<file path="config.mk">
export PLATFORM = sky130hd
export DESIGN_NAME = maxnet_controller
export DESIGN_NICKNAME = d
export VERILOG_FILES = /design/src/rtl/maxnet_pkg.sv /design/src/rtl/maxnet_weight_rom.sv /design/src/rtl/maxnet_controller.sv
export SDC_FILE = /design/constraint.sdc
export NUM_CORES = 1
export LEC_CHECK = 0
export ABC_CLOCK_PERIOD_IN_PS = 4900
export CELL_PAD_IN_SITES_DETAIL_PLACEMENT = 0
export CELL_PAD_IN_SITES_GLOBAL_PLACEMENT = 1
export CORE_AREA = 10 10 361 363
export CTS_BUF_LIST = sky130_fd_sc_hd__clkbuf_8
export CTS_CLUSTER_DIAMETER = 100
export DETAILED_ROUTE_END_ITERATION = 12
export DIE_AREA = 0 0 371 373
export PLACE_DENSITY = 0.53
export SYNTH_ARGS = -nofsm -noshare
export SYNTH_HDL_FRONTEND = slang
export SYNTH_SLANG_ARGS = --single-unit
</file>
<file path="constraint.sdc">
create_clock -name clk -period 4.9 [get_ports clk]
set_input_delay 0.49 -clock clk [delete_from_list [all_inputs] [get_ports clk]]
set_output_delay 0.49 -clock clk [all_outputs]
set_load 0.02 [all_outputs]
</file>
<file path="src/rtl/maxnet_pkg.sv">
// maxnet_pkg: shared state encoding, float constants and ReLU for the Maxnet sequencer
package maxnet_pkg;
    typedef enum logic [1:0] {IDLE, CALC, UPDATE, DONE} state_t;
    localparam logic [31:0] FP_ONE = 32'h3F800000;
    localparam logic [31:0] FP_ZERO = 32'h00000000;
    function automatic logic [31:0] relu(input logic [31:0] x);
        return x[31] ? FP_ZERO : x;
    endfunction
endpackage

</file>
<file path="src/rtl/maxnet_weight_rom.sv">
// maxnet_weight_rom: constant Maxnet weight matrix, 1.0 on the diagonal and NEG_EPS elsewhere
module maxnet_weight_rom
    import maxnet_pkg::*;
#(
    parameter int XLEN = 32,
    parameter logic [XLEN-1:0] NEG_EPS = 32'hBE4CCCCD
) (
    output logic [16*XLEN-1:0] pu_weight
);
    for (genvar j = 0; j < 4; j++) begin : g_pu
        for (genvar i = 0; i < 4; i++) begin : g_in
            assign pu_weight[(4*j+i)*XLEN +: XLEN] = (i == j) ? FP_ONE : NEG_EPS;
        end
    end
endmodule

</file>
<file path="src/rtl/maxnet_controller.sv">
// maxnet_controller: iterates four external weighted-sum PUs with ReLU until at most one neuron stays positive
module maxnet_controller
    import maxnet_pkg::*;
#(
    parameter int XLEN = 32,
    parameter int PU_LATENCY = 3,
    parameter logic [XLEN-1:0] NEG_EPS = 32'hBE4CCCCD,
    parameter int MAX_ITER = 64
) (
    input  logic                 clk,
    input  logic                 rst,
    input  logic                 start,
    input  logic [4*XLEN-1:0]    act_in,
    output logic [4*XLEN-1:0]    pu_num,
    output logic [16*XLEN-1:0]   pu_weight,
    input  logic [4*XLEN-1:0]    pu_result,
    output logic                 busy,
    output logic                 done,
    output logic [1:0]           winner,
    output logic [XLEN-1:0]      winner_value,
    output logic                 no_winner,
    output logic                 timeout,
    output logic [7:0]           iter_count
);
    localparam int CW = $clog2(PU_LATENCY + 1);

    state_t state, state_nxt;
    logic [3:0][XLEN-1:0] act_reg, res_reg, relu_res;
    logic [3:0] nz;
    logic [2:0] nz_count;
    logic [1:0] win_idx;
    logic [CW-1:0] cnt;
    logic last_iter;

    maxnet_weight_rom #(.XLEN(XLEN), .NEG_EPS(NEG_EPS)) u_rom (.pu_weight(pu_weight));

    assign pu_num = act_reg;

    always_comb begin
        for (int j = 0; j < 4; j++) begin
            relu_res[j] = relu(res_reg[j]);
            nz[j] = |relu_res[j][XLEN-2:0];
        end
        nz_count = {2'b0, nz[0]} + {2'b0, nz[1]} + {2'b0, nz[2]} + {2'b0, nz[3]};
        win_idx = nz[0] ? 2'd0 : nz[1] ? 2'd1 : nz[2] ? 2'd2 : nz[3] ? 2'd3 : 2'd0;
        last_iter = (int'(iter_count) + 1 == MAX_ITER);
    end

    always_comb begin
        state_nxt = (state == IDLE)   ? (start ? CALC : IDLE) :
                    (state == CALC)   ? ((cnt == '0) ? UPDATE : CALC) :
                    (state == UPDATE) ? ((nz_count <= 3'd1 || last_iter) ? DONE : CALC) :
                                        IDLE;
    end

    always_comb begin
        busy = (state != IDLE);
        done = (state == DONE);
    end

    always_ff @(posedge clk) begin
        if (rst) begin
            state <= IDLE;
            act_reg <= '0;
            res_reg <= '0;
            cnt <= '0;
            iter_count <= '0;
            winner <= '0;
            winner_value <= '0;
            no_winner <= 1'b0;
            timeout <= 1'b0;
        end else begin
            state <= state_nxt;
            if (state == IDLE && start) begin
                for (int j = 0; j < 4; j++) act_reg[j] <= relu(act_in[j*XLEN +: XLEN]);
                cnt <= CW'(PU_LATENCY);
                iter_count <= '0;
                winner <= '0;
                winner_value <= '0;
                no_winner <= 1'b0;
                timeout <= 1'b0;
            end
            if (state == CALC) begin
                cnt <= cnt - 1'b1;
                if (cnt == '0) res_reg <= pu_result;
            end
            // results are latched on the way into DONE so they hold through IDLE
            if (state == UPDATE) begin
                act_reg <= relu_res;
                iter_count <= (iter_count == 8'hFF) ? iter_count : iter_count + 8'd1;
                cnt <= CW'(PU_LATENCY);
                if (state_nxt == DONE) begin
                    winner <= win_idx;
                    winner_value <= relu_res[win_idx];
                    no_winner <= (nz_count == 3'd0);
                    timeout <= (nz_count > 3'd1);
                end
            end
        end
    end
endmodule

</file>
# Word level (Yosys, flattened, before mapping)
# Index checks and enable logic that the tools add are counted.
dict set report totals {
  register_bits 304
  out_inout_bits 686
  word_cells 85
  input_bits 259
}
dict set report classes {
  mux 40
  addsub 6
  n_lt_le_gt_ge 3
  n_reduce_logical 14
  eq_ne 7
}
# cell n
set ops {}
lappend ops {{$mux 128} 2}
lappend ops {{$mux 31} 8}
lappend ops {{$mux 32} 4}
lappend ops {{$reduce_or 31->1} 4}
lappend ops {{$bmux 32 s2} 1}
lappend ops {{$mux 2} 15}
lappend ops {{$mux 8} 3}
lappend ops {{$add 8x1->9 const B} 1}
lappend ops {{$eq 9x7->1 const B} 1}
lappend ops {{$add 8x1->8 const B} 1}
lappend ops {{$eq 8x8->1 const B} 1}
lappend ops {{$mux 1} 7}
lappend ops {{$eq 2x2->1 const B} 3}
lappend ops {{$logic_not 2->1} 2}
lappend ops {{$reduce_and 2->1} 2}
lappend ops {{$reduce_bool 2->1} 2}
lappend ops {{$add 2x1->3} 1}
lappend ops {{$add 3x1->3} 1}
lappend ops {{$gt 3x1->1 const B} 1}
lappend ops {{$le 3x1->1 const B} 1}
lappend ops {{$logic_not 3->1} 1}
lappend ops {{$lt 2x3->1 const B} 1}
lappend ops {{$reduce_bool 3->1} 1}
lappend ops {{$add 1x1->2} 1}
lappend ops {{5 further kinds} 5}

# Logic depth before layout (Yosys ltp)
# Gate-level depths: netlist (run 1).
dict set report depth {
  word_depth 14
  depth_mapped 17
}

# Hierarchy
# From an unflattened synthesis (run 1), not the netlist that was laid out.
dict set report unflattened {
  hier_cells 1996
  hier_area_um2 16354.4
}
# mod area_per_inst_um2 instances seq_area_each_um2 cells_each
set modules_own_cells {}
lappend modules_own_cells {maxnet_controller 12503.2 1 6005.8 1482}
lappend modules_own_cells {maxnet_weight_rom 3851.2 1 0.0 514}

# Least setup slack after synthesis (run 1)
# OpenSTA, ideal clock, no wires.
dict set report synth_path {
  kind {register -> register}
  startpoint {register res_reg[8] in the netlist's numbering}
  endpoint {register winner_value[18]}
  setup_ns 0.092
  required_time_ns 4.808
  period_less_slack_ns 3.762
  path_stages_with_launch 18
  t_arrival_ns 3.670
  slack_ns 1.138
  n_path_buf 3
  path_cell_list {dfxtp_1 nor4_1 nand4_1 o21ai_1 buf_2 inv_2 buf_1 fa_1 ha_1 inv_1 ha_1 nor2_1 a22oi_1 o31ai_1 a221oi_1 clkbuf_1 nand2_1 o311ai_4}
}
dict set report synth_via {
  elab_chain_len 14
  word_cells_on_any_way 17
}
# element line
set synth_lines {}
lappend synth_lines {{start, declared} maxnet_controller.sv:28} ;# logic [3:0][XLEN-1:0] act_reg, res_reg, relu_res;
lappend synth_lines {{start signal, assigned} maxnet_controller.sv:85} ;# if (cnt == '0) res_reg <= pu_result;
lappend synth_lines {{$mux 31 *} maxnet_pkg.sv:7} ;# return x[31] ? FP_ZERO : x;
lappend synth_lines {{$reduce_or 31->1 *} maxnet_controller.sv:42} ;# nz[j] = |relu_res[j][XLEN-2:0];
lappend synth_lines {{$add 1x1->2} maxnet_controller.sv:44} ;# nz_count = {2'b0, nz[0]} + {2'b0, nz[1]} + {2'b0, nz[2]} + {2'b0, nz[3]};
lappend synth_lines {{$add 2x1->3} maxnet_controller.sv:44}
lappend synth_lines {{$add 3x1->3} maxnet_controller.sv:44}
lappend synth_lines {{$le 3x1->1} maxnet_controller.sv:52} ;# (state == UPDATE) ? ((nz_count <= 3'd1 || last_iter) ? DONE : CALC) :
lappend synth_lines {{$logic_or 1x1->1} maxnet_controller.sv:52}
lappend synth_lines {{$mux 2 (2 in series)} maxnet_controller.sv:52}
lappend synth_lines {{$mux 2} maxnet_controller.sv:51} ;# (state == CALC) ? ((cnt == '0) ? UPDATE : CALC) :
lappend synth_lines {{$mux 2} maxnet_controller.sv:50} ;# state_nxt = (state == IDLE) ? (start ? CALC : IDLE) :
lappend synth_lines {{$eq 2x2->1} maxnet_controller.sv:92} ;# if (state_nxt == DONE) begin
lappend synth_lines {{$mux 32 *} maxnet_controller.sv:92}
lappend synth_lines {{$mux 32 *} maxnet_controller.sv:88} ;# if (state == UPDATE) begin
lappend synth_lines {{end signal, assigned} maxnet_controller.sv:94} ;# winner_value <= relu_res[win_idx];
lappend synth_lines {{end, declared} maxnet_controller.sv:20} ;# output logic [XLEN-1:0] winner_value,
# Mark *: on every way between the ends. The rest lies on a longest branch, timed or not. The select of a mux whose other input is x is not followed.
# A chain may end at the register's enable or synchronous reset.

# Worst setup path in the final report (run 1)
dict set report layout_path {
  startpoint {register res_reg[23] in the netlist's numbering}
  endpoint {register winner_value[11]}
}
# Same word-level chain as after synthesis.

==> impl_results.md, run 1 <==
- Area Growth Syn to Fin: 35.48%
- Total CTS buffers: 69
- Die Ht: 373 µm
- Worst Path Required: 5.50 ns
- CTS H-tree lvls: 3
- Hold slack: 0.2637 ns
- Synth area leaders: dfxtp_1 (37%), buf_4 (24%), a222oi_1 (7.6%)
- EDFF count, synth: 0
- Clk slew on worst S/H paths: 0.06 ns
- Final hold viol count: 0
- Yosys top cell area share: 0.3695
- GPL Wtd Cong: 0.7435
- Maxcap violations: 0
- Highest clock rate: 230.7 MHz
- Core area: 0.1230 mm²
- Top FF cell, synth: dfxtp_1
- Avg Vias per Cell: 3.636
- CTS tree: built
- GRT overflow: 0
- CP Capture Type: flip-flop
- Clk_lat worst skew: 0.71 ns
- Post_cts resized: 0
- CTS sink cnt: 300
- Worst Skew: 0.03838 ns
- Vias: 14650
- Synth async-reset ratio: 0
- Setup slack, reg-to-reg: 0.57 ns
- Ports: 945
- Largest net degree at the start of global routing: 89
- FP Rows: 129
- Status: completed
- CP arrival: 4.93 ns
- Drt wl/cell: 25.02 µm
- Cell Area, Synth: 0.01625 mm²
- Total power: 7.518 mW
- Dpl hpwl: 79400 µm
- Non-Filler Instances: 4028
- Max Slew Vio Count: 0
- Cell Pwr Density: 341.4 mW/mm²
- Number of flip-flops in the largest register: 128
- #FFs+latches synth: 300
- Initial Utilization: 0.1321
- Synth cell types: 54
- DRT iter0 DRCs: 1126
- Post-CTS Hold Fix Bufs: 0
- Die width: 371 µm
- Final worst path period need: 4.334 ns
- Synth Warn #: 0
- First-pass DRT Iterations: 8
- Vias in the first global route: 15060
- Most common cell after layout, fill and taps aside: conb_1
- Part of the cycle the worst path needs: 0.8844
- Die area: 0.1384 mm²
- Setup violators final: 0
- Post-CTS Setup Repair Bufs: 0
- First-pass GRT wire length: 133000 µm
- Share of layout cells above drive strength 1: 0.08421
- Detailed-route DRC error count: 0
- GRT Total Usage: 0.1367
- Mapped Cells: 1916
- Syn_area_per_cell: 8.482 µm²
- Commonest non-fill, non-tap cells in the layout: conb_1 (516), clkdlybuf4s50_1 (427), dfxtp_1 (300), nand2_1 (285), a21oi_1 (170)
- Cells after DPL: 3907
- Final ANT Viol Nets: 0
- Critical path type: reg -> reg
- Min-Delay Path Class: in -> reg
- Measured slew at the worst slew-check pin: 1.213 ns
- Fillers: 13910
- Unrepaired setup endpoints after global routing: false
- Leading area contributor after synthesis: dfxtp_1
- Detailed Route WL: 100800 µm
- IO buf count: 428
- Root Driver: clkbuf_8
- Register area share after synthesis: 0.3695
- Final setup TNS: 0 ns
- Leak: 8.267 nW
- Util after Layout: 0.1790
- Headroom to the max-slew limit: 0.1891
- Antenna violations before repair: 31
- Layout net count: 2611
- CTS max path bufs: 3
- CP Launch Type: flip-flop
- VDD IR-drop max: 148.5 µV
- Crit-path max FO: 31
[Yosys cell counts (2+ instances only)]
| cell | instances |
|---|---|
| o31ai_2 | 4 |
| o311ai_4 | 15 |
| clkbuf_1 | 119 |
| a311oi_1 | 2 |
| dfxtp_1 | 300 |
| conb_1 | 2 |
| and3_1 | 3 |
| o21a_1 | 2 |
| o21ai_0 | 4 |
| a222oi_1 | 124 |
| a32oi_1 | 14 |
| nand2_1 | 286 |
| a21oi_1 | 171 |
| nand4_1 | 8 |
| nand2b_1 | 2 |
| o21ai_1 | 4 |
| buf_6 | 2 |
| ha_1 | 10 |
| and2_1 | 4 |
| a32o_1 | 31 |
| inv_1 | 13 |
| buf_1 | 6 |
| a211oi_1 | 19 |
| nor4_1 | 29 |
| a22oi_1 | 15 |
| nor3_1 | 6 |
| nor2_1 | 137 |
| mux2i_1 | 2 |
| nand3_1 | 27 |
| buf_4 | 516 |
| o31ai_1 | 11 |
| a31oi_1 | 2 |
| inv_2 | 2 |
| buf_2 | 4 |
[where the power goes]
part / internal [mW] / switching (mW) / total, mW / leakage, nW
Combinational: 0.542 / 1.37 / 1.91 / 5.09
Clock: 1.57 / 1.41 / 2.98 / 0.744
Sequential: 2.53 / 0.0942 / 2.63 / 2.44
[metrics by stage]
step | worst slack, ns | cell area (µm²)
global route | 0.3143 | 22010
finish | 0.5663 | 22020
CTS | 0.5604 | 22010
global placement | 0.5369 | 20680
detailed placement | 0.5913 | 20680
floorplan | 1.138 | 18180
[cells by family (layout without fill, tap and decap cells)]
kind of cell               after synthesis  after routing  share of synthesized area
and+or+nand+nor                        512            512                     0.1322
AOI/OAI and AO/OA                      425            425                     0.2132
buffers and inverters                  664            621                     0.2745
adders and majority gates               11             11                   0.008931
other                                    2            520                  0.0004621
muxes                                    2              2                   0.001232
DFF                                    300            300                     0.3695
[metal layers]
layer	global-route usage	wire length [µm]	share of wire
met2	0.2266	47500	0.47
met5	0	99	0.00098
met1	0.1668	42340	0.42
met3	0.05130	8828	0.088
met4	0.02899	2013	0.020
[cell type report]
| class | count | area [µm²] | share of cell area |
|---|---|---|---|
| clock inverter | 39 | 256.5 | 0.01165 |
| inverter | 16 | 60.06 | 0.002728 |
| multi-input combinational | 1466 | 7799 | 0.3542 |
| timing repair buffer | 488 | 4765 | 0.2164 |
| clock buffer | 78 | 1074 | 0.04876 |
| tap | 1637 | 2048 | 0.09303 |
| sequential | 300 | 6006 | 0.2728 |
| antenna | 4 | 10.01 | 0.0004546 |
[final timing paths]
path,start,endpoint,cells after the start
worst min register to register,cnt[1]$_SDFFE_PP0P_,cnt[1]$_SDFFE_PP0P_,2
worst max register to register,res_reg[23]$_SDFFE_PP0P_,winner_value[11]$_SDFF_PP0_,15
worst min-delay path,rst,iter_count[1]$_SDFFE_PP0P_,2
worst max-delay path,res_reg[23]$_SDFFE_PP0P_,winner_value[11]$_SDFF_PP0_,15
[critical path, cell delays in order (launching register included)]
cell	delay, ns
dfxtp_1	0.42
nor4_1	0.54
nand4_1	0.37
o21ai_4	0.29
inv_2	0.07
fa_1	0.55
ha_1	0.17
inv_1	0.07
ha_1	0.30
nor2_1	0.10
a22oi_1	0.10
o31a_1	0.16
nor4_4	0.32
buf_4	0.42
nand3_1	0.20
o311ai_4	0.12
No activity file was read; power rests on OpenSTA's default activity.
==> run 2: changes to the inputs <==
--- a/config.mk
+++ b/config.mk
@@ -5,7 +5,7 @@
 export SDC_FILE = /design/constraint.sdc
 export NUM_CORES = 1
 export LEC_CHECK = 0
-export ABC_CLOCK_PERIOD_IN_PS = 4900
+export ABC_CLOCK_PERIOD_IN_PS = 4100
 export CELL_PAD_IN_SITES_DETAIL_PLACEMENT = 0
 export CELL_PAD_IN_SITES_GLOBAL_PLACEMENT = 1
 export CORE_AREA = 10 10 361 363
@@ -13,6 +13,7 @@
 export CTS_CLUSTER_DIAMETER = 100
 export DETAILED_ROUTE_END_ITERATION = 12
 export DIE_AREA = 0 0 371 373
+export GPL_TIMING_DRIVEN = 0
 export PLACE_DENSITY = 0.53
 export SYNTH_ARGS = -nofsm -noshare
 export SYNTH_HDL_FRONTEND = slang
==> constraint.sdc (replaced) <==
create_clock -name clk -period 4.1 [get_ports clk]
set_input_delay 0.41 -clock clk [delete_from_list [all_inputs] [get_ports clk]]
set_output_delay 0.41 -clock clk [all_outputs]
set_load 0.02 [all_outputs]
==> impl_results.md, run 2 (synthesized netlist as in run 1, its figures left out) <==
- Vias in the first global route: 16110 (+6.9%)
- Most used cell, CP: buf_6
- Post-CTS Hold Fix Bufs: 0 (unchanged)
- Die width: 371 µm (unchanged)
- Final ANT Viol Nets: 0 (unchanged)
- First-pass DRT Iterations: 8 (unchanged)
- Unrepaired setup endpoints after global routing: true
- Non-Filler Instances: 4625 (+15%)
- Max Slew Vio Count: 0 (unchanged)
- Initial Utilization: 0.1321 (unchanged)
- Total CTS buffers: 61 (-12%)
- Area Growth Syn to Fin: 62.00%
- Setup violators final: 0 (unchanged)
- Largest net degree at the start of global routing: 16 (-82%)
- Number of flip-flops in the largest register: 128 (unchanged)
- CP arrival: 4.56 ns (-0.37 ns)
- Avg Vias per Cell: 3.547 (-2.4%)
- CTS max path bufs: 3 (unchanged)
- Clk_lat worst skew: 0.74 ns (+0.03 ns)
- Cell Pwr Density: 355.3 mW/mm² (+4.1%)
- FP Rows: 129 (unchanged)
- Status: completed
- Clk slew on worst S/H paths: 0.07 ns (about the same)
- Core area: 0.1230 mm² (unchanged)
- Antenna violations before repair: 28 (-9.7%)
- Top cell family by delay on the critical path: adder cells
- Dpl hpwl: 93790 µm (+18%)
- Worst Path Required: 4.74 ns (-0.76 ns)
- Drt wl/cell: 23.96 µm (-4.3%)
- CTS H-tree lvls: 2 (-1)
- CP Launch Type: flip-flop
- Setup slack, reg-to-reg: 0.18 ns (-0.39 ns)
- Min-Delay Path Class: in -> reg
- Worst Skew: 0.04458 ns (+0.006202 ns)
- Most common cell after layout, fill and taps aside: buf_4
- Critical path, cell by cell: nor4_4 > nand4_1 > o21ai_2 > buf_6 > inv_8 > buf_8 > fa_1 > ha_2 > inv_2 > ha_4 > nor2_2 > a22oi_2 > buf_6 > o31a_1 > nor4_4 > buf_6 > nand2b_4 > clkbuf_16 > o311ai_4
- Final worst path period need: 3.921 ns (-0.4128 ns)
- Final setup TNS: 0 ns (unchanged)
- Detailed Route WL: 110800 µm (+9.9%)
- Root Driver: clkbuf_8
- GPL Wtd Cong: 0.7782 (+4.7%)
- Die Ht: 373 µm (unchanged)
- DRT iter0 DRCs: 1317 (+17%)
- Part of the cycle the worst path needs: 0.9563 (+0.07189)
- Final hold viol count: 0 (unchanged)
- Die area: 0.1384 mm² (unchanged)
- CTS tree: built
- Highest clock rate: 255.0 MHz (+11%)
- IO buf count: 427 (-0.23%)
- Maxcap violations: 0 (unchanged)
- Fillers: 13770 (-1.0%)
- Slowest CP cell: fa_1
- GRT overflow: 0 (unchanged)
- Vias: 16410 (+12%)
- CTS sink cnt: 300 (unchanged)
- Worst Path Buf+Inv: 7 (+4)
- Headroom to the max-slew limit: 0.2339 (+0.04483)
- CP Capture Type: flip-flop
- Measured slew at the worst slew-check pin: 1.149 ns (-0.06436 ns)
- Crit-path max FO: 10 (-68%)
- Critical path type: reg -> reg
- Leak: 10.82 nW (+31%)
- Detailed-route DRC error count: 0 (unchanged)
- Layout net count: 3203 (+23%)
- First-pass GRT wire length: 145400 µm (+9.3%)
- Share of layout cells above drive strength 1: 0.2419 (+0.1577)
- VDD IR-drop max: 145.0 µV (-2.4%)
- Slowest stage delay, CP: 0.53 ns (-0.02 ns)
- Cells after DPL: 4495 (+15%)
- GRT Total Usage: 0.1513 (+0.01461)
- Commonest non-fill, non-tap cells in the layout: buf_4 (527), conb_1 (516), clkdlybuf4s50_1 (427), nand2_1 (286), dfxtp_1 (279)
- Ports: 945 (unchanged)
run 2: changes by cell type in the layout (fill, tap and decap cells not counted), sizes merged:
cell,delta
diode,+4
bufinv,+2
clkinvlp,-5
clkinv,+1
clkbuf,+115
buf,+480
run 2: per-stage QoR:
stage | util | power [mW] | setup WS (ns) | cell area (µm²) | hold WS [ns]
after floorplan | - | 4.803 | 0.3377 | 18180 | 0.4319
after global placement | 0.1992 | 5.760 | -1.785 | 24500 | 0.4406
after detailed placement | 0.1994 | 5.774 | -1.808 | 24530 | 0.4525
after CTS | 0.2117 | 9.388 | -0.01035 | 26030 | 0.1028
after global routing | 0.2139 | 9.815 | -0.009259 | 26310 | 0.1654
final | 0.2141 | 9.355 | 0.1791 | 26330 | 0.2071
run 2: final timing paths:
check,start,endpoint,cells after the start
min,pu_result[107],res_reg[107]$_SDFFE_PP0P_,3
min reg2reg,cnt[1]$_SDFFE_PP0P_,cnt[1]$_SDFFE_PP0P_,2
max reg2reg,res_reg[30]$_SDFFE_PP0P_,winner_value[12]$_SDFF_PP0_,19
max,res_reg[30]$_SDFFE_PP0P_,winner_value[12]$_SDFF_PP0_,19
run 2: routing by layer:
| layer | GRT usage | up-vias | share of wire |
|---|---|---|---|
| li1 | - | 7866 | - |
| met3 | 0.05757 | 123 | 0.091 |
| met1 | 0.1760 | 7736 | 0.40 |
| met4 | 0.02652 | 26 | 0.016 |
| met2 | 0.2635 | 656 | 0.49 |
| met5 | 0 | - | 0.0016 |
run 2: what timing repair did:
action	4_1_cts	5_1_grt
buffers inserted	7	5
setup endpoints to repair	98	34
gates resized for setup	50	49
hold endpoints to repair	0	0
cloned	0	1
pin swaps	6	9
run 2: power by group:
group | total (mW) | internal, mW | switching, mW | leakage (nW)
logic | 2.77 | 1.10 | 1.67 | 7.63
registers | 3.19 | 3.02 | 0.163 | 2.45
clock network | 3.40 | 1.85 | 1.55 | 0.738
run 2: final cells by class:
class                      count  area (µm²)  area share
multi-input combinational   1466        8003      0.3040
sequential                   300        6047      0.2297
buffer                       647        4449      0.1690
timing repair buffer         441        4424      0.1680
tap                         1637        2048     0.07780
clock buffer                  73        1005     0.03816
clock inverter                37       264.0     0.01003
inverter                      16       67.56    0.002566
antenna                        8       20.02   0.0007604
run 2: worst register-to-register path, stage by stage (launching register included):
cell	delay, ns
dfxtp_4	0.38
nor4_4	0.26
nand4_1	0.18
o21ai_2	0.26
buf_6	0.17
inv_8	0.06
buf_8	0.12
fa_1	0.53
ha_2	0.19
inv_2	0.06
ha_4	0.21
nor2_2	0.08
a22oi_2	0.06
buf_6	0.13
o31a_1	0.14
nor4_4	0.23
buf_6	0.17
nand2b_4	0.12
clkbuf_16	0.20
o311ai_4	0.26
